$ cat src/rtl/multicycle_control.sv
// Multi-cycle sequencer for the 16-bit, 4-register CPU: steps FETCH/DECODE/EXEC/WB,
// drives all datapath selects and strobes, halts on illegal opcode or fetch timeout.
module multicycle_control #(
  parameter int CNT_W         = 16,
  parameter int FETCH_TIMEOUT = 15
) (
  input  logic             clock,
  input  logic             reset,
  input  logic [3:0]       op,
  input  logic             mem_ready,
  output logic             mem_req,
  output logic             ir_write,
  output logic             pc_write,
  output logic             alu_src_a,
  output logic [1:0]       alu_src_b,
  output logic [3:0]       alu_ctl,
  output logic             reg_dst,
  output logic             reg_write,
  output logic [2:0]       state,
  output logic             halted,
  output logic [1:0]       halt_cause,
  output logic [CNT_W-1:0] retired
);

  localparam logic [2:0] S_FETCH  = 3'd0;
  localparam logic [2:0] S_DECODE = 3'd1;
  localparam logic [2:0] S_EXEC   = 3'd2;
  localparam logic [2:0] S_WB     = 3'd3;
  localparam logic [2:0] S_HALT   = 3'd4;

  localparam logic [3:0] OP_ADDI  = 4'b0111;

  logic [2:0]       r_state;
  logic [2:0]       w_next;
  logic [3:0]       r_op;
  logic [7:0]       r_tmo;
  logic [1:0]       r_cause;
  logic [CNT_W-1:0] r_retired;
  logic             w_tmo_hit;
  logic             w_legal;

  assign w_tmo_hit = (r_tmo == 8'(FETCH_TIMEOUT - 1));
  assign w_legal   = ~op[3];

  always_ff @(posedge clock) begin
    if (reset) begin
      r_state   <= S_FETCH;
      r_op      <= 4'd0;
      r_tmo     <= 8'd0;
      r_cause   <= 2'b00;
      r_retired <= '0;
    end else begin
      r_state <= w_next;
      case (r_state)
        S_FETCH: begin
          r_tmo <= mem_ready ? 8'd0 : r_tmo + 8'd1;
          if (!mem_ready && w_tmo_hit) r_cause <= 2'b10;
        end
        S_DECODE: begin
          r_op <= op;
          if (!w_legal) r_cause <= 2'b01;
        end
        S_WB:    r_retired <= r_retired + CNT_W'(1);
        default: ;
      endcase
    end
  end

  always_comb begin
    w_next = S_FETCH;
    case (r_state)
      S_FETCH:  w_next = mem_ready ? S_DECODE : (w_tmo_hit ? S_HALT : S_FETCH);
      S_DECODE: w_next = w_legal ? S_EXEC : S_HALT;
      S_EXEC:   w_next = S_WB;
      S_WB:     w_next = S_FETCH;
      S_HALT:   w_next = S_HALT;
      default:  w_next = S_FETCH;
    endcase
  end

  always_comb begin
    mem_req   = 1'b0;
    ir_write  = 1'b0;
    pc_write  = 1'b0;
    alu_src_a = 1'b0;
    alu_src_b = 2'b00;
    alu_ctl   = 4'b0010;
    reg_dst   = 1'b0;
    reg_write = 1'b0;
    case (r_state)
      S_FETCH: begin
        mem_req   = 1'b1;
        alu_src_b = 2'b01;
        ir_write  = mem_ready;
        pc_write  = mem_ready;
      end
      // WB keeps the EXEC operand/op selects so the ALU result stays stable.
      S_EXEC, S_WB: begin
        alu_src_a = 1'b1;
        alu_src_b = (r_op == OP_ADDI) ? 2'b10 : 2'b00;
        reg_dst   = (r_op != OP_ADDI);
        reg_write = (r_state == S_WB);
        case (r_op)
          4'b0000: alu_ctl = 4'b0010;
          4'b0001: alu_ctl = 4'b0110;
          4'b0010: alu_ctl = 4'b0000;
          4'b0011: alu_ctl = 4'b0001;
          4'b0100: alu_ctl = 4'b1100;
          4'b0101: alu_ctl = 4'b1101;
          4'b0110: alu_ctl = 4'b0111;
          default: alu_ctl = 4'b0010;
        endcase
      end
      default: ;
    endcase
    if (reset) begin
      mem_req   = 1'b0;
      ir_write  = 1'b0;
      pc_write  = 1'b0;
      reg_write = 1'b0;
    end
  end

  assign state      = r_state;
  assign halted     = (r_state == S_HALT);
  assign halt_cause = r_cause;
  assign retired    = r_retired;

endmodule

$ cat config.mk
export PLATFORM = sky130hd
export DESIGN_NAME = multicycle_control
export DESIGN_NICKNAME = d
export VERILOG_FILES = /design/src/rtl/multicycle_control.sv
export SDC_FILE = /design/constraint.sdc
export NUM_CORES = 1
export LEC_CHECK = 0
export CAP_MARGIN = 20
export CORE_ASPECT_RATIO = 1.1
export CORE_MARGIN = 3
export CORE_UTILIZATION = 52
export CTS_CLUSTER_DIAMETER = 150
export DETAILED_ROUTE_END_ITERATION = 6
export PLACE_DENSITY = 0.82
export SLEW_MARGIN = 10
export SYNTH_ARGS = -nofsm -noshare
export SYNTH_HDL_FRONTEND = slang
export SYNTH_SLANG_ARGS = --single-unit
$ cat constraint.sdc
create_clock -name clock -period 3.2 [get_ports clock]
set_input_delay 0.64 -clock clock [delete_from_list [all_inputs] [get_ports clock]]
set_output_delay 0.64 -clock clock [all_outputs]
set_load 0.005 [all_outputs]
==> results.py, run 1 <==
metrics = {
    "run_status": {
        "outcome": "complete, no violations",
    },
    "setup_path": {
        "cp_top_family": "simple AND/OR/NAND/NOR gates",
        "cp-startpoint": "state[1]",
        "cp_slowest_cell": "clkdlybuf4s50_1",
        "r2r-start": "state[0]",
        "endpoint_kind": "output pin",
        "startpoint_type": "flop",
        "cp.arrival_ns": 2.13,
        "required_ns": 2.56,
        "crit_fanout": 9,
        "cp.buffers_inverters": 2,
        "crit_chain": "or3_1, inv_1, and3_1, clkdlybuf4s50_1",
        "crit_type": "reg2out",
        "cpPeakStageDelay_ns": 0.50,
    },
    "floorplan": {
        "fp.dieW_um": 58.9,
        "rows": 20,
        "die_height_um": 64.2,
        "dieArea_sq_um": 3780,
        "initial_core_util_pct": 56.1,
        "pin_count": 41,
        "core-area_sq_um": 2850,
    },
    "timing": {
        "worstMarginPinSlew_ns": 0.598,
        "fin_skew_ns": 0.00968,
        "finalHoldViolations": 0,
        "relSlewSlack_pct": 59.8,
        "timing.setup.tns_ns": 0,
        "finalMaxSlewViolations": 0,
        "rsz0062_at_grt": "false",
        "fin_crit_sh_pct": 86.6,
        "setup_viol": 0,
        "period_needed_ns": 2.77,
        "timing.fmax_mhz": 361,
        "setup_ws_ns": 0.430,
    },
    "placed_design": {
        "gp_congestion": 0.827,
        "port-buffer-count": 40,
        "pre_cts_slack_ns": 0.553,
        "detailedPlacementHpwl_um": 2740,
    },
    "pwr": {
        "power.density_nw_per_um2": 384,
        "ir_worst_vdd_v": 0.000370,
        "total_power_w": 0.000799,
        "power.static_leakage_nw": 0.741,
    },
    "clock_tree": {
        "cts_setup_buffers": 0,
        "cts_max_level": 2,
        "cts_tree": "yes",
        "worstSkewPairLatency_ns": 0.34,
        "ctsLongestPathBuffers": 2,
        "clock-sinks": 33,
        "cts_hold_buffers": 0,
        "clkSlewWorstSetupHoldPaths_ns": 0.10,
        "cts_resized": 0,
        "numCtsBuffers": 5,
        "cts-root-buf": "clkbuf_4",
    },
    "finish": {
        "ff_latch_area_sq_um": 661,
        "drive_gt1_share_pct": 8.09,
        "final_nets": 244,
        "final_cell_mix": "40 x clkdlybuf4s50_1, 33 x nor2_1, 33 x dfxtp_1",
        "multi_input_area_sq_um": 855,
        "num_antenna_cells": 0,
        "layout_commonest_cell": "clkdlybuf4s50_1",
        "syn_to_final_growth_pct": 30.2,
        "fillers": 239,
    },
    "logic_synthesis": {
        "syn_inst": 193,
        "synth_edf_count": 0,
        "ys_ff_latch": 33,
        "synth_cell_types": 35,
        "synth.avg_cell_area_sq_um": 8.29,
        "synth_fp_nets": 203,
        "synth_mux_area_share_pct": 3.21,
        "synth_compound_area_share_pct": 6.96,
        "synthAdderAreaFrac_pct": 2.35,
        "ys.flop_type": "dfxtp_1",
        "async_flop_share_pct": 0,
        "synth_seq_area_share_pct": 41.3,
        "synth_xor_area_share_pct": 9.85,
        "synth_top_family_by_area": "simple AND/OR/NAND/NOR gates",
        "yosysWarnings": 0,
        "syn-cell-area_sq_um": 1600,
        "yosys.area_share.simple_pct": 31.0,
    },
    "route": {
        "first_pass_iters": 7,
        "drt_iter0_markers": 71,
        "wl_per_cell_um": 13.5,
        "num_vias": 1470,
        "antenna_left": 0,
        "remaining_drc_errors": 0,
        "viasPerCell": 5.49,
        "routed_wl_um": 3630,
    },
    "global_route": {
        "grt_first_pass_wirelength_um": 6070,
        "grt_max_degree": 14,
        "grt_usage_pct": 20.7,
        "grt_overflow": 0,
        "grt_pass1_vias": 1381,
        "antenna_found_initial": 0,
    },
    "flow_run": {
        "cap_violations": 0,
    },
    "min_path": {
        "hold_class": "reg2reg",
        "min_from": "retired[14]",
    },
}
## routing by layer
| metal | track usage, % | vias up | share of wire [%] |
|---|---|---|---|
| met3 | 5.86 | 11 | 6.8 |
| li1 | - | 739 | - |
| met2 | 34.3 | 49 | 48 |
| met4 | 8.22 | 0 | 2.3 |
| met1 | 24.6 | 671 | 43 |
| met5 | 0 | - | 0 |
## power breakdown
| part | internal (W) | total [W] | switching (W) | leakage, nW |
|---|---|---|---|---|
| registers | 0.000420 | 0.000435 | 0.0000148 | 0.267 |
| logic | 0.0000475 | 0.0000898 | 0.0000424 | 0.433 |
| clock network | 0.000127 | 0.000274 | 0.000147 | 0.0413 |
| total | 0.000595 | 0.000799 | 0.000204 | 0.741 |
## metrics by stage
stage,utilization (%),hold WS (ns),cells,area (sq um)
detailed placement,70.6,0.499,260,2010
finish,73.0,0.508,268,2080
global route,73.0,0.543,268,2080
CTS,73.0,0.515,268,2080
global placement,70.6,0.482,260,2010
floorplan,-,0.481,193,1600
## path summary, 6_finish.rpt
path	end	slack (ns)	cells past startpoint
hold reg to reg	retired[14]	0.51	2
hold / removal	retired[14]	0.51	2
setup / recovery	pc_write	0.43	4
setup reg to reg	retired[14]	1.26	4
## final cells by class
cell class / instances / area share [%]
sequential: 33 / 31.7
inverter: 11 / 1.98
tap: 33 / 1.98
multi-input combinational: 141 / 41.0
timing repair buffer: 42 / 19.9
clock inverter: 1 / 0.240
clock buffer: 7 / 3.12
## cells by family after synthesis
| group | after synthesis |
|---|---|
| AND/OR/NAND/NOR | 97 |
| adder cells (fa/ha/maj) | 3 |
| multiplexers | 5 |
| XOR/XNOR | 18 |
| buffers and inverters | 19 |
| AO/OA/AOI/OAI | 18 |
| flip-flops | 33 |
## flip-flops by register name (all words and copies together) (netlist names)
| register | flops |
|---|---|
| r_op | 4 |
| retired | 16 |
| halt_cause | 2 |
| state | 3 |
| r_tmo | 8 |
## Yosys cell counts (all sizes together), types with 3 or more instances
master / n / share of area, %
inv: 11 / 2.6
xnor2: 15 / 8.2
ha: 3 / 2.3
xor2: 3 / 1.6
buf: 5 / 2.0
or3: 6 / 2.7
or2: 3 / 1.2
a21oi: 9 / 2.8
nor2: 33 / 7.7
dfxtp: 33 / 41
nand3: 4 / 1.6
o21ai: 3 / 0.94
nor3: 11 / 3.4
nor4: 9 / 3.5
clkbuf: 3 / 0.70
mux2i: 4 / 2.5
nand2: 20 / 4.7
nand4: 3 / 1.2
## worst register-to-register path, delay by kind of cell, from the launching register on
family / cells / cell delay [ns]
flip-flops: 1 / 0.56
AO/OA/AOI/OAI: 1 / 0.15
AND/OR/NAND/NOR: 3 / 1.18
No activity file was read; power rests on OpenSTA's default activity.
==> run 2, diff against run 1 <==
--- a/config.mk
+++ b/config.mk
@@ -7,10 +7,11 @@
 export LEC_CHECK = 0
 export CAP_MARGIN = 20
 export CORE_ASPECT_RATIO = 1.1
-export CORE_MARGIN = 3
+export CORE_MARGIN = 2
 export CORE_UTILIZATION = 52
 export CTS_CLUSTER_DIAMETER = 150
 export DETAILED_ROUTE_END_ITERATION = 6
+export MAX_ROUTING_LAYER = met4
 export PLACE_DENSITY = 0.82
 export SLEW_MARGIN = 10
 export SYNTH_ARGS = -nofsm -noshare
==> results.py, run 2 (synthesis results as in run 1) <==
metrics = {
    "run_status": {
        "outcome": "complete, no violations",
    },
    "floorplan": {
        "fp.dieW_um": 56.9,
        "pin_count": 41,
        "dieArea_sq_um": 3540,
        "die_height_um": 62.2,
        "rows": 21,
        "initial_core_util_pct": 53.4,
        "core-area_sq_um": 3000,
    },
    "setup_path": {
        "crit_chain": "or3_1, inv_1, and3_1, clkdlybuf4s50_1",
        "cp-startpoint": "state[1]",
        "startpoint_type": "flop",
        "cp_slowest_cell": "or3_1",
        "required_ns": 2.56,
        "r2r-start": "state[0]",
        "cp.arrival_ns": 2.15,
        "crit_fanout": 9,
        "endpoint_kind": "output pin",
        "crit_type": "reg2out",
        "cpPeakStageDelay_ns": 0.51,
    },
    "timing": {
        "worstMarginPinSlew_ns": 0.625,
        "fin_crit_sh_pct": 87.2,
        "timing.setup.tns_ns": 0,
        "relSlewSlack_pct": 58.0,
        "setup_ws_ns": 0.411,
        "period_needed_ns": 2.79,
        "timing.fmax_mhz": 359,
        "setup_viol": 0,
        "finalMaxSlewViolations": 0,
        "rsz0062_at_grt": "false",
        "fin_skew_ns": 0.00596,
        "finalHoldViolations": 0,
    },
    "clock_tree": {
        "cts_setup_buffers": 0,
        "cts_hold_buffers": 0,
        "cts-root-buf": "clkbuf_4",
        "cts_tree": "yes",
        "cts_resized": 0,
        "numCtsBuffers": 5,
        "worstSkewPairLatency_ns": 0.33,
        "clock-sinks": 33,
        "ctsLongestPathBuffers": 2,
        "cts_max_level": 2,
        "clkSlewWorstSetupHoldPaths_ns": 0.10,
    },
    "finish": {
        "fin_cells": 269,
        "num_antenna_cells": 0,
        "final_nets": 244,
        "drive_gt1_share_pct": 8.09,
        "final_cell_mix": "40 x clkdlybuf4s50_1, 33 x nor2_1, 33 x dfxtp_1",
        "largest_register_ffs": 16,
        "syn_to_final_growth_pct": 30.3,
        "layout_commonest_cell": "clkdlybuf4s50_1",
        "fin_util_pct": 69.6,
    },
    "route": {
        "num_vias": 1466,
        "antenna_left": 0,
        "remaining_drc_errors": 0,
        "wl_per_cell_um": 12.8,
        "drt_iter0_markers": 64,
        "routed_wl_um": 3450,
        "first_pass_iters": 4,
        "viasPerCell": 5.45,
    },
    "global_route": {
        "grt_usage_pct": 21.9,
        "grt_first_pass_wirelength_um": 5980,
        "grt_pass1_vias": 1378,
        "grt_overflow": 0,
        "grt_max_degree": 14,
        "antenna_found_initial": 0,
    },
    "placed_design": {
        "port-buffer-count": 40,
        "pre_cts_slack_ns": 0.540,
        "gp_congestion": 0.876,
        "detailedPlacementHpwl_um": 2520,
        "placed_cells": 261,
    },
    "pwr": {
        "total_power_w": 0.000787,
        "power.static_leakage_nw": 0.741,
        "power.density_nw_per_um2": 378,
        "ir_worst_vdd_v": 0.000288,
    },
    "flow_run": {
        "cap_violations": 0,
    },
    "min_path": {
        "min_from": "retired[14]",
        "hold_class": "reg2reg",
    },
}
-- run 2: cell counts in the layout (fill, tap and decap cells not counted) --
No cell type changed its count.
-- run 2: area by class of cell --
class	count	area (sq um)
multi-input cells	141	855
clock inverters	1	5.00
well taps	34	42.5
flip-flops and latches	33	661
repair buffers	42	415
clock buffers	7	65.1
inverters	11	41.3
fillers	259	911
-- run 2: worst paths after layout --
kind	slack, ns	to	cells past startpoint
max	0.41	ir_write	4
min reg2reg	0.51	retired[14]	2
min	0.51	retired[14]	2
max reg2reg	1.27	retired[14]	4
-- run 2: routing by layer --
metal	GRT usage, %	share of wire, %
met4	9.01	1.5
met3	6.46	5.5
met1	26.2	45
met2	34.2	48
met5	-	0
-- run 2: critical path: cells and delay by family, from the launching register on --
kind	cells	cell delay (ns)
buffers and inverters	2	0.69
DFF	1	0.42
and+or+nand+nor	2	0.71
-- run 2: power by group --
part	total [W]	internal (W)	switching, W	leakage [nW]
clock network	0.000263	0.000127	0.000135	0.0413
logic	0.0000897	0.0000473	0.0000423	0.433
registers	0.000435	0.000420	0.0000148	0.267
-- run 2: metrics by stage --
stage                     cell area (sq um)  hold WS, ns
after floorplan                        1600        0.481
after global placement                 2010        0.486
after detailed placement               2010        0.500
after CTS                              2080        0.515
after global routing                   2080        0.556
final                                  2080        0.514
==> run 3, diff against run 2 <==
--- a/config.mk
+++ b/config.mk
@@ -5,7 +5,7 @@
 export SDC_FILE = /design/constraint.sdc
 export NUM_CORES = 1
 export LEC_CHECK = 0
-export CAP_MARGIN = 20
+export CAP_MARGIN = 0
 export CORE_ASPECT_RATIO = 1.1
 export CORE_MARGIN = 2
 export CORE_UTILIZATION = 52
==> results of run 3 <==
Final layout, timing and power as in run 2 (identical DEF).
